$ cat src/rtl/vram_swap_ctrl.sv
// Double-buffered VRAM controller: CPU frame writes go to the back bank.
// At vblank the banks swap and the new front bank is copied into the new back bank.
module vram_swap_ctrl #(
    parameter int ADDR_W = 13,
    parameter int DATA_W = 64
) (
    input  logic                  clk,
    input  logic                  rst,
    input  logic [ADDR_W-1:0]     h2f_wraddr,
    input  logic                  h2f_wren,
    input  logic [DATA_W-1:0]     h2f_wrdata,
    input  logic [DATA_W/8-1:0]   h2f_byteena,
    input  logic                  h2f_wr_done,
    input  logic                  vblank_start,
    output logic                  cpu_wr_busy,
    output logic                  buf_sel,
    output logic [ADDR_W:0]       vram_wraddr,
    output logic                  vram_wren,
    output logic [DATA_W-1:0]     vram_wrdata,
    output logic [DATA_W/8-1:0]   vram_byteena,
    output logic [ADDR_W:0]       vram_rdaddr,
    input  logic [DATA_W-1:0]     vram_rddata,
    output logic                  drop_err
);

    typedef enum logic [1:0] {IDLE, WAIT_VBLANK, SWAP, COPY} state_t;

    state_t              state;
    state_t              state_nxt;
    logic                done_q;
    logic [ADDR_W:0]     cnt;
    logic [ADDR_W-1:0]   cnt_d;
    logic                vld_p1;
    logic                done_rise;
    logic                rd_issue;
    logic                copy_last;

    assign done_rise = h2f_wr_done & ~done_q;
    // Reads stop once the extra counter MSB sets, so the terminal count never wraps to 0.
    assign rd_issue  = (state == COPY) & ~cnt[ADDR_W];
    assign copy_last = (state == COPY) & vld_p1 & (&cnt_d);

    assign vram_rdaddr = rd_issue ? {buf_sel, cnt[ADDR_W-1:0]} : '0;

    always_comb begin
        state_nxt = state;
        case (state)
            IDLE:        if (done_rise) state_nxt = WAIT_VBLANK;
            WAIT_VBLANK: if (vblank_start) state_nxt = SWAP;
            SWAP:        state_nxt = COPY;
            COPY:        if (copy_last) state_nxt = IDLE;
            default:     state_nxt = IDLE;
        endcase
    end

    always_ff @(posedge clk or posedge rst) begin
        if (rst) begin
            state       <= IDLE;
            done_q      <= 1'b0;
            cpu_wr_busy <= 1'b0;
            buf_sel     <= 1'b0;
            cnt         <= '0;
            cnt_d       <= '0;
            vld_p1      <= 1'b0;
            drop_err    <= 1'b0;
        end else begin
            state       <= state_nxt;
            done_q      <= h2f_wr_done;
            cpu_wr_busy <= (state_nxt != IDLE);
            if (state == SWAP) begin
                buf_sel <= ~buf_sel;
                cnt     <= '0;
            end else if (rd_issue) begin
                cnt <= cnt + {{ADDR_W{1'b0}}, 1'b1};
            end
            // Read data returns one cycle after the address, so the index travels with it.
            vld_p1 <= rd_issue;
            if (rd_issue) cnt_d <= cnt[ADDR_W-1:0];
            if ((state != IDLE) && h2f_wren) drop_err <= 1'b1;
        end
    end

    always_ff @(posedge clk or posedge rst) begin
        if (rst) begin
            vram_wren    <= 1'b0;
            vram_wraddr  <= '0;
            vram_wrdata  <= '0;
            vram_byteena <= '0;
        end else begin
            vram_wren <= 1'b0;
            if ((state == IDLE) && h2f_wren) begin
                vram_wren    <= 1'b1;
                vram_wraddr  <= {~buf_sel, h2f_wraddr};
                vram_wrdata  <= h2f_wrdata;
                vram_byteena <= h2f_byteena;
            end else if ((state == COPY) && vld_p1) begin
                vram_wren    <= 1'b1;
                vram_wraddr  <= {~buf_sel, cnt_d};
                vram_wrdata  <= vram_rddata;
                vram_byteena <= '1;
            end
        end
    end

endmodule
$ cat config.mk
export PLATFORM = sky130hd
export DESIGN_NAME = vram_swap_ctrl
export DESIGN_NICKNAME = d
export VERILOG_FILES = /design/src/rtl/vram_swap_ctrl.sv
export SDC_FILE = /design/constraint.sdc
export NUM_CORES = 1
export LEC_CHECK = 0
export CAP_MARGIN = 20
export CELL_PAD_IN_SITES_DETAIL_PLACEMENT = 1
export CELL_PAD_IN_SITES_GLOBAL_PLACEMENT = 2
export CORE_MARGIN = 1
export CORE_UTILIZATION = 24
export DETAILED_ROUTE_END_ITERATION = 6
export PLACE_DENSITY = 0.79
export SLEW_MARGIN = 10
export SYNTH_ARGS = -nofsm -noshare
export SYNTH_HDL_FRONTEND = slang
export SYNTH_SLANG_ARGS = --single-unit
$ cat constraint.sdc
create_clock -name clk -period 6.05 [get_ports clk]
set_input_delay 1.815 -clock clk [delete_from_list [all_inputs] [get_ports clk]]
set_output_delay 1.815 -clock clk [all_outputs]
set_load 0.01 [all_outputs]
==> results of run 1 <==
## metal layers
metal / global-route usage [%] / up-vias / share of wire [%]
met2: 28.6 / 136 / 52
met4: 3.94 / 0 / 0.71
met3: 4.24 / 10 / 5.3
met1: 19.4 / 2317 / 42
li1: - / 2235 / -
met5: 0 / - / 0
## report_power, final
part	internal, mW	switching (mW)
clock network	0.710	0.357
logic	0.272	0.171
registers	0.896	0.0785
total	1.88	0.607
## cells in the mapped netlist
cell type	count
a21boi_0	2
a21o_1	11
a21oi_1	80
a22oi_1	1
a32o_1	1
and2_1	11
buf_1	2
buf_2	13
buf_4	1
buf_6	10
clkbuf_1	8
dfrtp_1	121
ha_1	1
inv_1	8
mux2i_1	84
nand2_1	17
nand2_4	1
nand2b_1	2
nand3_1	7
nand3b_1	1
nand4_1	5
nand4b_1	1
nor2_1	79
nor2b_1	1
nor3_1	2
nor3b_1	1
nor4_1	5
o21a_1	1
o21ai_0	4
o22a_1	8
o311ai_0	3
o31ai_1	1
o41ai_1	2
or3_1	1
or3b_1	1
xnor2_1	1
## how the worst min path moves through the flow
stage	end	depth (start not counted)	slack, ps	from
after floorplan	cnt[10]	1	450	cnt[10]
after global placement	drop_err	1	450	drop_err
after detailed placement	drop_err	1	470	drop_err
after CTS	drop_err	1	490	drop_err
after global routing	drop_err	1	510	drop_err
final	drop_err	1	490	drop_err
## kinds of logic after synthesis
group / Yosys count / synth area share (%)
buf+inv: 42 / 4.67
fa+ha+maj: 1 / 0.231
compound gates: 114 / 12.3
simple gates: 135 / 11.2
xor+xnor: 1 / 0.162
mux: 84 / 15.5
flops: 121 / 55.9
## final cells by class
class / count / share of cell area (%)
sequential: 121 / 34.4
multi-input combinational: 335 / 24.4
inverter: 8 / 0.370
clock buffer: 24 / 5.82
timing repair buffer: 263 / 29.7
clock inverter: 7 / 1.28
tap: 280 / 3.98
## registers in the layout (all words and copies together), names as in the netlist, 2 cells and up
| name | flops |
|---|---|
| state | 2 |
| cnt_d | 13 |
| cnt | 14 |
| vram_wraddr | 14 |
| vram_wrdata | 64 |
| vram_byteena | 8 |
## cell usage in the layout (no fill, tap or decap), types with 2 or more instances in the layout
master / instances
o22a_1: 8
clkbuf_16: 17
nand4_1: 5
clkdlybuf4s50_1: 257
dfrtp_1: 121
and2_1: 11
buf_4: 6
nor3_1: 2
a21o_1: 11
o311ai_0: 3
nand2b_1: 2
clkbuf_8: 6
o21ai_0: 4
inv_1: 7
nor2_1: 79
nor4_1: 5
nand3_1: 6
a21oi_1: 80
o41ai_1: 2
a21boi_0: 2
mux2i_1: 84
nand2_1: 17
bufinv_16: 3
clkinv_2: 3
## worst max-delay path: cells and delay by family, from the launching register on
family	cells	cell delay, ps
buffers and inverters	4	1260
flip-flops	1	600
AND/OR/NAND/NOR	2	330
==> flow_summary.toml, run 1 <==
[die]
dieHeight_um = 152
row_count = 54
initial_utilization_pct = 24.6
dieWidth_um = 152
core_region_area_um2 = 22000
ios = 258
die_area_um2 = 23200

[cells_and_area]
stdcell_count = 1038
final_cell_area_um2 = 8800
n_antenna_cell = 0
fillers = 2432
utilization_pct = 40.1
register_area_um2 = 3030
drive_above_1_share_pct = 5.28
multi_input_area_um2 = 2150
fin_nets = 901
syn_to_final_growth_pct = 62.6

[synthesis]
synth_top_area_share_pct = 55.9
ys.warnings.count = 0
syn_area_um2 = 5410
synth_nets = 653
synthTopCellsByArea = "dfrtp_1, mux2i_1, a21oi_1"
yosysSeqAreaShare_pct = 55.9
synth-seq-cells = 121
syn_area_per_cell_um2 = 10.9
synthDistinctLibCells = 36
yosysTopAreaCell = "dfrtp_1"
synthCells = 498

[pwr]
powerDensity_nw_per_um2 = 282
finalPower_mw = 2.49
p_leak_nw = 3.52
peakVddDrop_mv = 0.173

[global_route]
grt_overflow = 0
antenna_found_initial = 0
grt_max_degree = 88
grt_pass1_vias = 4996
track_usage_pct = 16.1
grt_pass1_wl_mm = 28.7

[drt]
firstDrtPassIters = 7
viasPerCell = 4.53
postRouteAntennaNets = 0
routedWlPerCell_um = 17.8
drt-initial-drc-count = 196
drc = 25
vias = 4698
wl_mm = 18.4

[clocking]
cts.path.max_buffers = 2
clock_latency_ps = 410
postCtsHoldBufs = 0
ctsResizeCount = 0
cts_buffers = 17
cts_setup_buffers = 0
h-tree-depth = 4
cts_tree = "yes"
clk_root_buffer_cell = "clkbuf_16"
clk_pin_slew_worst_paths_ps = 50
cts.sinks = 121

[worst_setup_path]
rr_worst_depth = 4
crit_top_cell = "inv_1"
cp.arrival_ps = 2610
ff2ff_setup_slack_ps = 3590
rr_startpoint = "state[0]"
rr_endpoint = "vram_wrdata[47]"
crit_end = "vram_rdaddr[4]"
critPathRequiredTime_ps = 4240
cp_slowest_stage_delay_ps = 600
worstPathMaxFanout = 29
crit_chain = "nand3b_1 -> buf_4 -> inv_1 -> nand2_1 -> inv_1 -> clkdlybuf4s50_1"
crit_path_top_delay_cell = "dfrtp_1"
critPathLaunch = "state[0]"
worstSetupStartpointType = "flop"
path_class = "flop to primary output"
end_kind = "primary output"

[placed_design]
place_area_um2 = 8180
place_ws_ps = 2010
placed_cells_incl_taps = 1007
place_hpwl_mm = 13.4
globalplace.congestion = 0.766
io_buffers = 257

[sta]
finalSetupViolations = 0
clock_skew_ps = 15.9
tns_ps = 0
worst_pin_slew_ps = 1010
fmax_ghz = 0.226
hold_viol_final = 0
maxSlewViolCount = 0
max_slew_margin_pct = 32.9
period_share_pct = 73.1
hold-worst-slack_ps = 491
rsz0062_at_grt = "no"
period_needed_ps = 4420
timing.final.ws_setup_ps = 1630

[worst_hold_path]
min_path_type = "flop to flop"

[outcome]
violations = "DRC"
status = "complete, but fails checks"

[flow_run]
cap_violations = 0
Power figures use the tool's default switching activity.
==> run 2, diff against run 1 <==
==> constraint.sdc (replaced) <==
create_clock -name clk -period 4.2 [get_ports clk]
set_input_delay 1.26 -clock clk [delete_from_list [all_inputs] [get_ports clk]]
set_output_delay 1.26 -clock clk [all_outputs]
set_load 0.01 [all_outputs]
==> run 2 against run 1 <==
The flow still finishes with violations (DRC). Clock skew decreased by 5.8 ps. Utilization is 0.11 points higher. Clock-buffer cell count down 4. Largest cell class unchanged. Critical path type unchanged. Register-to-register slack lost 1700 ps. Non-clock buffer count is 1 higher. Design area up 0.27%. Global-route usage grew 0.63 points. Routed wire length rose by 2.9%.
==> flow_summary.toml, run 2 (synthesis results as in run 1) <==
[outcome]
status = "complete, but fails checks"
violations = "DRC"

[cells_and_area]
stdcell_count = 1040
syn_to_final_growth_pct = 63.0
register_area_um2 = 3030
regMostFlops = "vram_wrdata"
drive_above_1_share_pct = 5.66
final_cell_mix = "clkdlybuf4s50_1, dfrtp_1, mux2i_1"
mostFrequentLayoutCell = "clkdlybuf4s50_1"
largest_reg_flops = 64
fillers = 2395
reg_top3 = "vram_wrdata x64, cnt x14, vram_wraddr x14"
multi_input_area_um2 = 2150
n_antenna_cell = 0
fin_nets = 902

[clocking]
ctsResizeCount = 0
postCtsHoldBufs = 0
cts.sinks = 121
cts_buffers = 17
h-tree-depth = 4
cts_setup_buffers = 0
clock_latency_ps = 410
cts.path.max_buffers = 2
cts_tree = "yes"
clk_pin_slew_worst_paths_ps = 50
clk_root_buffer_cell = "clkbuf_16"

[drt]
postRouteAntennaNets = 0
routedWlPerCell_um = 18.2
viasPerCell = 4.57
drt-initial-drc-count = 215
drc = 25
wl_mm = 19.0
firstDrtPassIters = 6
vias = 4748

[global_route]
grt_pass1_wl_mm = 30.0
grt_max_degree = 122
antenna_found_initial = 0
grt_overflow = 0
grt_pass1_vias = 5233
track_usage_pct = 16.8

[worst_setup_path]
crit_top_cell = "inv_1"
cp_slowest_stage_delay_ps = 540
ff2ff_setup_slack_ps = 1900
critical_path.top_delay_family = "buffers and inverters"
crit_buf_inv = 3
path_class = "flop to primary output"
rr_endpoint = "vram_wrdata[35]"
critPathRequiredTime_ps = 2940
end_kind = "primary output"
crit_path_top_delay_cell = "dfrtp_1"
rr_worst_depth = 4
worstPathMaxFanout = 16
cp.arrival_ps = 2280
rr_startpoint = "state[0]"
crit_chain = "nand3b_1 -> inv_1 -> nand2_1 -> inv_1 -> clkdlybuf4s50_1"
worstSetupStartpointType = "flop"

[die]
ios = 258
die_area_um2 = 23200
core_region_area_um2 = 22000
dieHeight_um = 152
dieWidth_um = 152
initial_utilization_pct = 24.6
row_count = 54

[worst_hold_path]
min_delay_path_depth = 1
min_path_type = "flop to flop"
min_from = "drop_err"
whs_endpoint = "drop_err"

[sta]
period_needed_ps = 3540
clock_skew_ps = 10.1
period_share_pct = 84.4
finalSetupViolations = 0
maxSlewViolCount = 0
worst_pin_slew_ps = 781
rsz0062_at_grt = "no"
max_slew_margin_pct = 47.9
fmax_ghz = 0.282
hold_viol_final = 0
tns_ps = 0

[placed_design]
placed_cells_incl_taps = 1008
globalplace.congestion = 0.757
place_hpwl_mm = 13.9
io_buffers = 257

[pwr]
powerDensity_nw_per_um2 = 404
p_leak_nw = 3.53
peakVddDrop_mv = 0.232

[flow_run]
cap_violations = 0
## run 2: changes by cell type in the layout (fill, tap and decap cells not counted)
| cell | delta |
|---|---|
| buf_12 | +2 |
| buf_4 | -1 |
| clkbuf_1 | -1 |
| clkbuf_8 | -3 |
| clkinv_2 | +2 |
| clkinv_4 | +2 |
| clkinvlp_4 | +2 |
| inv_4 | -1 |
## run 2: layer usage
layer	vias up	share of wire, %	track usage [%]
li1	2231	-	-
met1	2336	41	20.3
met2	153	51	29.4
met3	28	5.5	3.24
met4	0	2.1	6.56
met5	-	0	0
## run 2: where the power goes
part           total (mW)  switching (mW)  internal [mW]
registers            1.41           0.119           1.29
logic               0.636           0.244          0.393
clock network        1.51           0.538          0.976
## run 2: worst max-delay path by stage
stage,slack (ps),from,cells after the start,to
5_1_grt,450,state[0],5,vram_rdaddr[4]
2_1_floorplan,1460,rst,1,buf_sel
3_3_place_gp,1040,h2f_wren,5,vram_wrdata[28]
6_report,660,state[0],5,vram_rdaddr[4]
3_5_place_dp,1010,h2f_wren,5,vram_wrdata[9]
4_1_cts,610,state[0],5,vram_rdaddr[4]
## run 2: stage by stage
stage               total power, mW  cell area, um2  util [%]  setup slack [ps]  hold WS, ps
detailed placement             2.07            8210      37.4              1010          481
global route                   3.73            8820      40.2               449          512
CTS                            3.62            8820      40.2               611          495
floorplan                      1.63            5420         -              1460          448
global placement               2.05            8210      37.4              1040          472
finish                         3.56            8820      40.2               657          497
## run 2: layout make-up
| type | count | area share (%) |
|---|---|---|
| well taps | 280 | 3.97 |
| clock inverters | 12 | 1.67 |
| flip-flops and latches | 121 | 34.3 |
| inverters | 8 | 0.383 |
| repair buffers | 264 | 30.0 |
| multi-input cells | 335 | 24.3 |
| clock buffers | 20 | 5.29 |
## run 2: worst register-to-register path, stage by stage, from the launching register on
cell and delay [ps]:
dfrtp_1 490, nand3_4 630, buf_4 640, mux2i_1 310
a21oi_1 90
